### config.mk
export PLATFORM = sky130hd
export DESIGN_NAME = instr_fetch_unit
export DESIGN_NICKNAME = d
export VERILOG_FILES = /design/src/rtl/cpu_pkg.sv /design/src/rtl/fetch_watchdog.sv /design/src/rtl/instr_fetch_unit.sv
export SDC_FILE = /design/constraint.sdc
export NUM_CORES = 1
export LEC_CHECK = 0
export BUFFER_PORTS_ARGS = -buffer_cell sky130_fd_sc_hd__buf_4
export CAP_MARGIN = 25
export CORE_MARGIN = 5
export CORE_UTILIZATION = 45
export DETAILED_ROUTE_END_ITERATION = 16
export GPL_TIMING_DRIVEN = 0
export PLACE_DENSITY = 0.77
export SLEW_MARGIN = 25
export SYNTH_ARGS = -nofsm -noshare
export SYNTH_HDL_FRONTEND = slang
export SYNTH_SLANG_ARGS = --single-unit
### constraint.sdc
create_clock -name clk -period 3.22 [get_ports clk]
set_clock_uncertainty 0.15 [all_clocks]
set_input_delay 0.966 -clock clk [delete_from_list [all_inputs] [get_ports clk]]
set_output_delay 0.966 -clock clk [all_outputs]
set_load 0.02 [all_outputs]
### src/rtl/cpu_pkg.sv
// Shared CPU definitions: datapath width, fetch state encoding and the opcode
// field layout that both the fetch unit and the PC block decode.
package cpu_pkg;

    localparam int DATA_WIDTH = 16;
    localparam int MSB        = DATA_WIDTH - 1;

    typedef enum logic [2:0] {
        IDLE  = 3'd0,
        ADDR  = 3'd1,
        REQ   = 3'd2,
        VALID = 3'd3,
        ERROR = 3'd4
    } fetch_state_t;

    localparam int SEL_MSB  = 15;
    localparam int SEL_LSB  = 12;
    localparam int OPER_MSB = 11;
    localparam int OPER_LSB = 8;

    // Select values routing an instruction to the PC block.
    localparam logic [3:0] PC_RAM_OP = 4'hE;
    localparam logic [3:0] PC_ROM_OP = 4'hF;
    localparam logic [3:0] PC_OP_JMP = 4'h0;

    function automatic logic [3:0] opcode_select(input logic [MSB:0] op);
        return op[SEL_MSB:SEL_LSB];
    endfunction

    function automatic logic [3:0] opcode_operation(input logic [MSB:0] op);
        return op[OPER_MSB:OPER_LSB];
    endfunction

endpackage

### src/rtl/fetch_watchdog.sv
// ROM request watchdog: counts request cycles and flags the last allowed one
// so the fetch unit can abandon a ROM that never acknowledges.
module fetch_watchdog #(
    parameter int ROM_TIMEOUT = 16
) (
    input  logic clk,
    input  logic reset,
    input  logic clear,
    input  logic count_en,
    output logic expired
);
    import cpu_pkg::*;

    localparam int CW = $clog2(ROM_TIMEOUT);
    localparam logic [CW-1:0] LAST = CW'(ROM_TIMEOUT - 1);

    logic [CW-1:0] r_count;

    // Saturates at LAST so a lingering count_en cannot wrap back to zero.
    always_ff @(posedge clk) begin
        if (!reset) begin
            r_count <= '0;
        end else if (clear) begin
            r_count <= '0;
        end else if (count_en && (r_count != LAST)) begin
            r_count <= r_count + 1'b1;
        end
    end

    assign expired = (r_count == LAST);

endmodule

### src/rtl/instr_fetch_unit.sv
// Fetch sequencer: reads the PC, fetches one 32-bit ROM word per instruction
// and hands opcode/operand to the execute stage, advancing the PC on accept.
module instr_fetch_unit #(
    parameter int DATA_WIDTH  = cpu_pkg::DATA_WIDTH,
    parameter int ROM_TIMEOUT = 16,
    parameter int COUNT_WIDTH = 16
) (
    input  logic                    clk,
    input  logic                    reset,
    input  logic                    halt,
    input  logic [DATA_WIDTH-1:0]   pc,
    output logic                    pc_read_enable,
    output logic                    pc_enable,
    output logic [DATA_WIDTH-1:0]   rom_addr,
    output logic                    rom_req,
    input  logic                    rom_ack,
    input  logic [2*DATA_WIDTH-1:0] rom_data,
    output logic [DATA_WIDTH-1:0]   opcode,
    output logic [DATA_WIDTH-1:0]   operand,
    output logic                    instr_valid,
    input  logic                    instr_ready,
    output logic                    fetch_error,
    output logic [COUNT_WIDTH-1:0]  retired_count,
    output logic                    busy
);
    import cpu_pkg::*;

    fetch_state_t            r_state;
    fetch_state_t            w_next_state;
    logic [DATA_WIDTH-1:0]   r_rom_addr;
    logic [DATA_WIDTH-1:0]   r_opcode;
    logic [DATA_WIDTH-1:0]   r_operand;
    logic [COUNT_WIDTH-1:0]  r_retired;
    logic                    r_fetch_error;
    logic                    w_capture;
    logic                    w_timeout;
    logic                    w_handshake;
    logic                    w_expired;

    fetch_watchdog #(
        .ROM_TIMEOUT (ROM_TIMEOUT)
    ) u_watchdog (
        .clk      (clk),
        .reset    (reset),
        .clear    (r_state == ADDR),
        .count_en (r_state == REQ),
        .expired  (w_expired)
    );

    // NOTE: state registers use non-blocking assignments so every register
    // samples the pre-edge values, independent of statement order.
    always_ff @(posedge clk) begin
        if (!reset) begin
            r_state       <= IDLE;
            r_rom_addr    <= '0;
            r_opcode      <= '0;
            r_operand     <= '0;
            r_retired     <= '0;
            r_fetch_error <= 1'b0;
        end else begin
            r_state <= w_next_state;
            if (r_state == ADDR) begin
                r_rom_addr <= pc;
            end
            if (w_capture) begin
                {r_opcode, r_operand} <= rom_data;
            end
            if (w_handshake) begin
                r_retired <= r_retired + 1'b1;
            end
            if (w_timeout) begin
                r_fetch_error <= 1'b1;
            end
        end
    end

    // NOTE: every combinational output gets a default first, so no path
    // through the case statement can infer a latch.
    always_comb begin
        w_next_state = r_state;
        w_capture    = 1'b0;
        w_timeout    = 1'b0;
        w_handshake  = 1'b0;
        case (r_state)
            IDLE: begin
                if (!halt) begin
                    w_next_state = ADDR;
                end
            end
            ADDR: w_next_state = REQ;
            REQ: begin
                // An ack on the final watchdog cycle still wins.
                if (rom_ack) begin
                    w_capture    = 1'b1;
                    w_next_state = VALID;
                end else if (w_expired) begin
                    w_timeout    = 1'b1;
                    w_next_state = ERROR;
                end
            end
            VALID: begin
                if (instr_ready) begin
                    w_handshake  = 1'b1;
                    w_next_state = halt ? IDLE : ADDR;
                end
            end
            ERROR:   w_next_state = ERROR;
            default: w_next_state = IDLE;
        endcase
    end

    // Strobes are gated by reset so nothing reaches the PC or ROM while
    // reset is asserted, even before the state register has cleared.
    assign pc_read_enable = reset && (r_state == ADDR);
    assign rom_req        = reset && (r_state == REQ);
    assign instr_valid    = reset && (r_state == VALID);
    assign pc_enable      = reset && w_handshake;

    assign rom_addr       = r_rom_addr;
    assign opcode         = r_opcode;
    assign operand        = r_operand;
    assign fetch_error    = r_fetch_error;
    assign retired_count  = r_retired;
    assign busy           = (r_state != IDLE) && (r_state != ERROR);

endmodule

# Word level (Yosys, flattened, before mapping)
# Cells that the tools add are included.
# op_classes
addsub	2
multipliers	0
n_div	0
magnitude_cmp	0
eq_ne	10
n_shift	0
n_mux	13
n_bitwise	1
reduce_logical	10
# op_table
op	n
adder 16 x 1 -> 16 bit, second input constant	1
case mux 3 bit (5 select lines)	1
two-way mux 3 bit	4
two-way mux 1 bit	8
== test 3 x 2 -> 1 bit, second input constant	2
logical AND 1 bit	6
inequality test 3 bit, second input constant	2
adder 4 x 1 -> 4 bit, second input constant	1
== test 4 bit, second input constant	1
inequality test 2 bit, second input constant	2
inequality test 4 bit, second input constant	1
== test 3 x 1 -> 1 bit, second input constant	1
== test 3 bit, second input constant	1
zero test 3 bit	1
AND reduction 3 bit	1
nonzero test 3 bit	1
OR reduction 2 bit	1
inverter 1 bit	1
# word_totals
ff_bits	72
latch_bits	0
ram_bits	0
mem_bits_ro	0
inputBits	53
out_inout_bits	70
memories	0

# Logic depth before layout (Yosys ltp)
# depth
ltp_word	4
mapped_depth	7
mapped_depth_nobuf	5

# Hierarchy
# From an unflattened synthesis, not the netlist that was laid out.
# unflattened
cells_unflattened	347
area_unflattened_um2	2805.2
# modules_own_cells
module	instances	cells_each	area_each_um2	seq_area_each_um2
instr_fetch_unit	1	325	2607.5	1361.3
fetch_watchdog	1	22	197.7	80.1

# Worst setup path before layout
# No wires, ideal clock.
# synth_timing
path_type	input to output
startpoint	input port reset
endpoint	output port pc_read_enable
arrival_time_ps	1816
required_ps	2104
slack_ps	288
cell_stages	3
cell_sequence	nand2_1 -> nor3_1 -> buf_2
# synth_via
elab_chain_cells	1
# synth_lines
element	line	rtl
start, declared	instr_fetch_unit.sv:9	input logic reset,
logical AND 1 bit	instr_fetch_unit.sv:114	assign pc_read_enable = reset && (r_state == ADDR);
end, declared	instr_fetch_unit.sv:12	output logic pc_read_enable,
# No other way between the ends.

# Worst setup path in the final report
# Same ends and word-level chain as after synthesis.

==> results.sh <==
export IMPL_r2r_slack_ps=950
export IMPL_antenna_found_initial=0
export IMPL_dp_hpwl_mm=5.44
export IMPL_hold_path_cell_count=2
export IMPL_grtUsageTotal=0.191
export IMPL_nNetsFinal=502
export IMPL_endpoint="pc_read_enable"
export IMPL_syn_area_um2=2710
export IMPL_hold_viol=0
export IMPL_cts_setup_buffers=0
export IMPL_detailedPlace_worstSlack_ps=-254
export IMPL_grt_max_degree=14
export IMPL_arrival_ps=1970
export IMPL_synth_simple_area_share=0.229
export IMPL_ios=123
export IMPL_period_share=0.959
export IMPL_synth_top_family_by_area="simple AND/OR/NAND/NOR gates"
export IMPL_cts_root_buf="clkbuf_8"
export IMPL_syn_inst=314
export IMPL_outcome="finished clean"
export IMPL_avgSynthCellArea_um2=8.64
export IMPL_fin_setup_tns_ps=0
export IMPL_async_reset_ff_frac=0
export IMPL_drive_gt1_frac=0.332
export IMPL_path_buf_inv=3
export IMPL_cpPeakStageDelay_ps=310
export IMPL_final_cells=527
export IMPL_total_power_mw=1.86
export IMPL_intPower_mw=1.34
export IMPL_cp_startpoint="reset"
export IMPL_synth_nets=369
export IMPL_clkTransAtPathRegs_ps=70
export IMPL_initial_core_util=0.461
export IMPL_layout_setup_ws_ps=133
export IMPL_cts_sinks=72
export IMPL_area_delta_synth_final_pct=44.0
export IMPL_drt_pass1_iterations=4
export IMPL_placed_area_um2=3720
export IMPL_slew_headroom=0.642
export IMPL_critical_path_top_delay_family="buffers and inverters"
export IMPL_cp_data_required_time_ps=2100
export IMPL_ys_ff_latch=72
export IMPL_synth_warnings=0
export IMPL_crit_path_frequent_cell="buf_4"
export IMPL_worst_r2r_path_depth=7
export IMPL_p_comb_frac=0.154
export IMPL_crit_fanout=10
export IMPL_design_area_um2=3910
export IMPL_slew_violations=0
export IMPL_ys_flop_type="dfxtp_1"
export IMPL_synth_xor_area_share=0.0291
export IMPL_die_w_um=87.6
export IMPL_synth_compound_area_frac=0.163
export IMPL_ant_nets=0
export IMPL_clk_path_buf_depth=2
export IMPL_dr_first_iter_drc_count=89
export IMPL_yosys_area_share_adder=0.00923
export IMPL_reg2reg_from="r_state[1]$_SDFFE_PN0P_"
export IMPL_rsz0062_at_grt="false"
export IMPL_wl_mm=7.33
export IMPL_core_um2=5890
export IMPL_drc=0
export IMPL_worstSetupPathType="in -> out"
export IMPL_grt_first_pass_wirelength_mm=11.7
export IMPL_grt_overflow_total=0
export IMPL_wl_per_cell_um=13.9
export IMPL_vias=2646
export IMPL_seqPwrFrac=0.511
export IMPL_switching_share=0.280
export IMPL_crit_chain="buf_4 -> nand2_1 -> nor3_4 -> buf_2 -> buf_4"
export IMPL_finalSetupViolations=0
export IMPL_diodes=0
export IMPL_power_density_nw_per_um2=476
export IMPL_numCtsBuffers=9
export IMPL_die_area_um2=7680
export IMPL_synth_distinct_cells=35
export IMPL_fin_crit_ps=3090
export IMPL_clkPwrFrac=0.334
export IMPL_holdWs_ps=306
export IMPL_synth_mux_area_fraction=0
export IMPL_grt_pass1_vias=2565
export IMPL_num_rows=28
export IMPL_cp_depth=5
export IMPL_dp_cells=511
export IMPL_synth_seq_area_share=0.531
export IMPL_hp_class="reg -> reg"
export IMPL_power_switching_mw=0.520
export IMPL_clkLatencyLatePin_ps=340
export IMPL_worst_setup_path_start_kind="input pin"
export IMPL_cts_htree_levels=3
export IMPL_ir_worst_vdd_v=0.000337
export IMPL_end_kind="output port"
export IMPL_crit_path_top_delay_cell="nor3_4"
export IMPL_max_clock_freq_mhz=324
export IMPL_synth_edf_count=0
export IMPL_r2r_end="opcode[10]$_SDFFE_PN0P_"
export IMPL_portBuffers=122
export IMPL_maxCapViolations=0
export IMPL_cts_tree="built"
export IMPL_die_h_um=87.6
export IMPL_place_gp_congestion=0.767
export IMPL_via_per_inst=5.02
export IMPL_post_route_util=0.663
export IMPL_power_leakage_nw=1.66
export IMPL_tightest_slew_ps=537
[worst register-to-register path, stage by stage (launching register included)]
cell	delay, ps
dfxtp_1	310
buf_2	220
nor3b_2	480
and2_0	190
clkbuf_1	210
clkbuf_1	390
nand2_1	130
a21oi_1	130
[layout make-up]
cell class	instances	area, um^2
multi-input cells	218	1180
clock inverters	7	47.5
well taps	75	93.8
repair buffers	122	916
plain buffers	19	85.1
fillers	499	1980
flip-flops and latches	72	1440
clock buffers	9	124
inverters	5	18.8
[metal layers]
layer / routed length [um] / GRT usage / share of wire / up-vias
li1: - / - / - / 1340
met3: 714 / 0.0555 / 0.097 / 11
met2: 3450 / 0.312 / 0.47 / 97
met5: 0 / 0 / 0 / -
met4: 139 / 0.0767 / 0.019 / 0
met1: 3030 / 0.236 / 0.41 / 1198
[synth_stat cells (2+ instances only)]
cell type | n | share of area
inv_1 | 4 | 0.0055
or2_2 | 2 | 0.0046
xor2_1 | 4 | 0.013
nor2_1 | 13 | 0.018
ha_1 | 2 | 0.0092
a22o_1 | 16 | 0.052
o21ai_0 | 9 | 0.017
o21a_1 | 2 | 0.0055
nor3_1 | 6 | 0.011
xnor2_1 | 5 | 0.016
nand4_1 | 4 | 0.0092
nand3_1 | 9 | 0.017
a21oi_1 | 44 | 0.081
or4_1 | 2 | 0.0055
buf_2 | 4 | 0.0074
clkbuf_1 | 13 | 0.018
nand2_1 | 78 | 0.11
and3_1 | 2 | 0.0046
or3_1 | 8 | 0.018
dfxtp_1 | 72 | 0.53
[how the worst min path moves through the flow]
stage / start / end
after CTS: opcode[9]$_SDFFE_PN0P_ / opcode[9]$_SDFFE_PN0P_
after floorplan: u_watchdog.r_count[1]$_SDFFE_PP0P_ / u_watchdog.r_count[1]$_SDFFE_PP0P_
after global routing: opcode[9]$_SDFFE_PN0P_ / opcode[9]$_SDFFE_PN0P_
after detailed placement: operand[10]$_SDFFE_PN0P_ / operand[10]$_SDFFE_PN0P_
after global placement: opcode[15]$_SDFFE_PN0P_ / opcode[15]$_SDFFE_PN0P_
final: operand[1]$_SDFFE_PN0P_ / operand[1]$_SDFFE_PN0P_
[sequential cells by signal (all words and copies together) (netlist names)]
name and cells:
operand 16, fetch_error 1, u_watchdog.r_count 4, rom_addr 16, retired_count 16, r_state 3
opcode 16
[cell families after synthesis]
family          Yosys count
buf+inv                  24
fa+ha+maj                 2
flops                    72
xor+xnor                  9
compound gates           74
simple gates            133
[layout by cell type, fill, tap and decap left out, types with 9 or more instances in the layout]
cell type and count:
buf_4 122, nand2_1 78, dfxtp_1 72, a21oi_1 44, a22o_1 16, clkbuf_1 13
nor2_1 13, nand3_1 9, o21ai_0 9, clkbuf_8 9
[timing repair]
item | 4_1_cts | 5_1_grt
hold buffers | 0 | 0
resized for setup | 1 | 1
setup endpoints to repair | 1 | 1
[power by group through the flow]
stage	Combinational (mW)	Clock [mW]	Sequential, mW
final	0.287	0.621	0.950
after global routing	0.311	0.683	0.956
after CTS	0.288	0.642	0.950
after detailed placement	0.286	0	0.970
after global placement	0.281	0	0.969
after floorplan	0.107	0	1.01
Note: power is estimated with default switching activity, not from simulation.
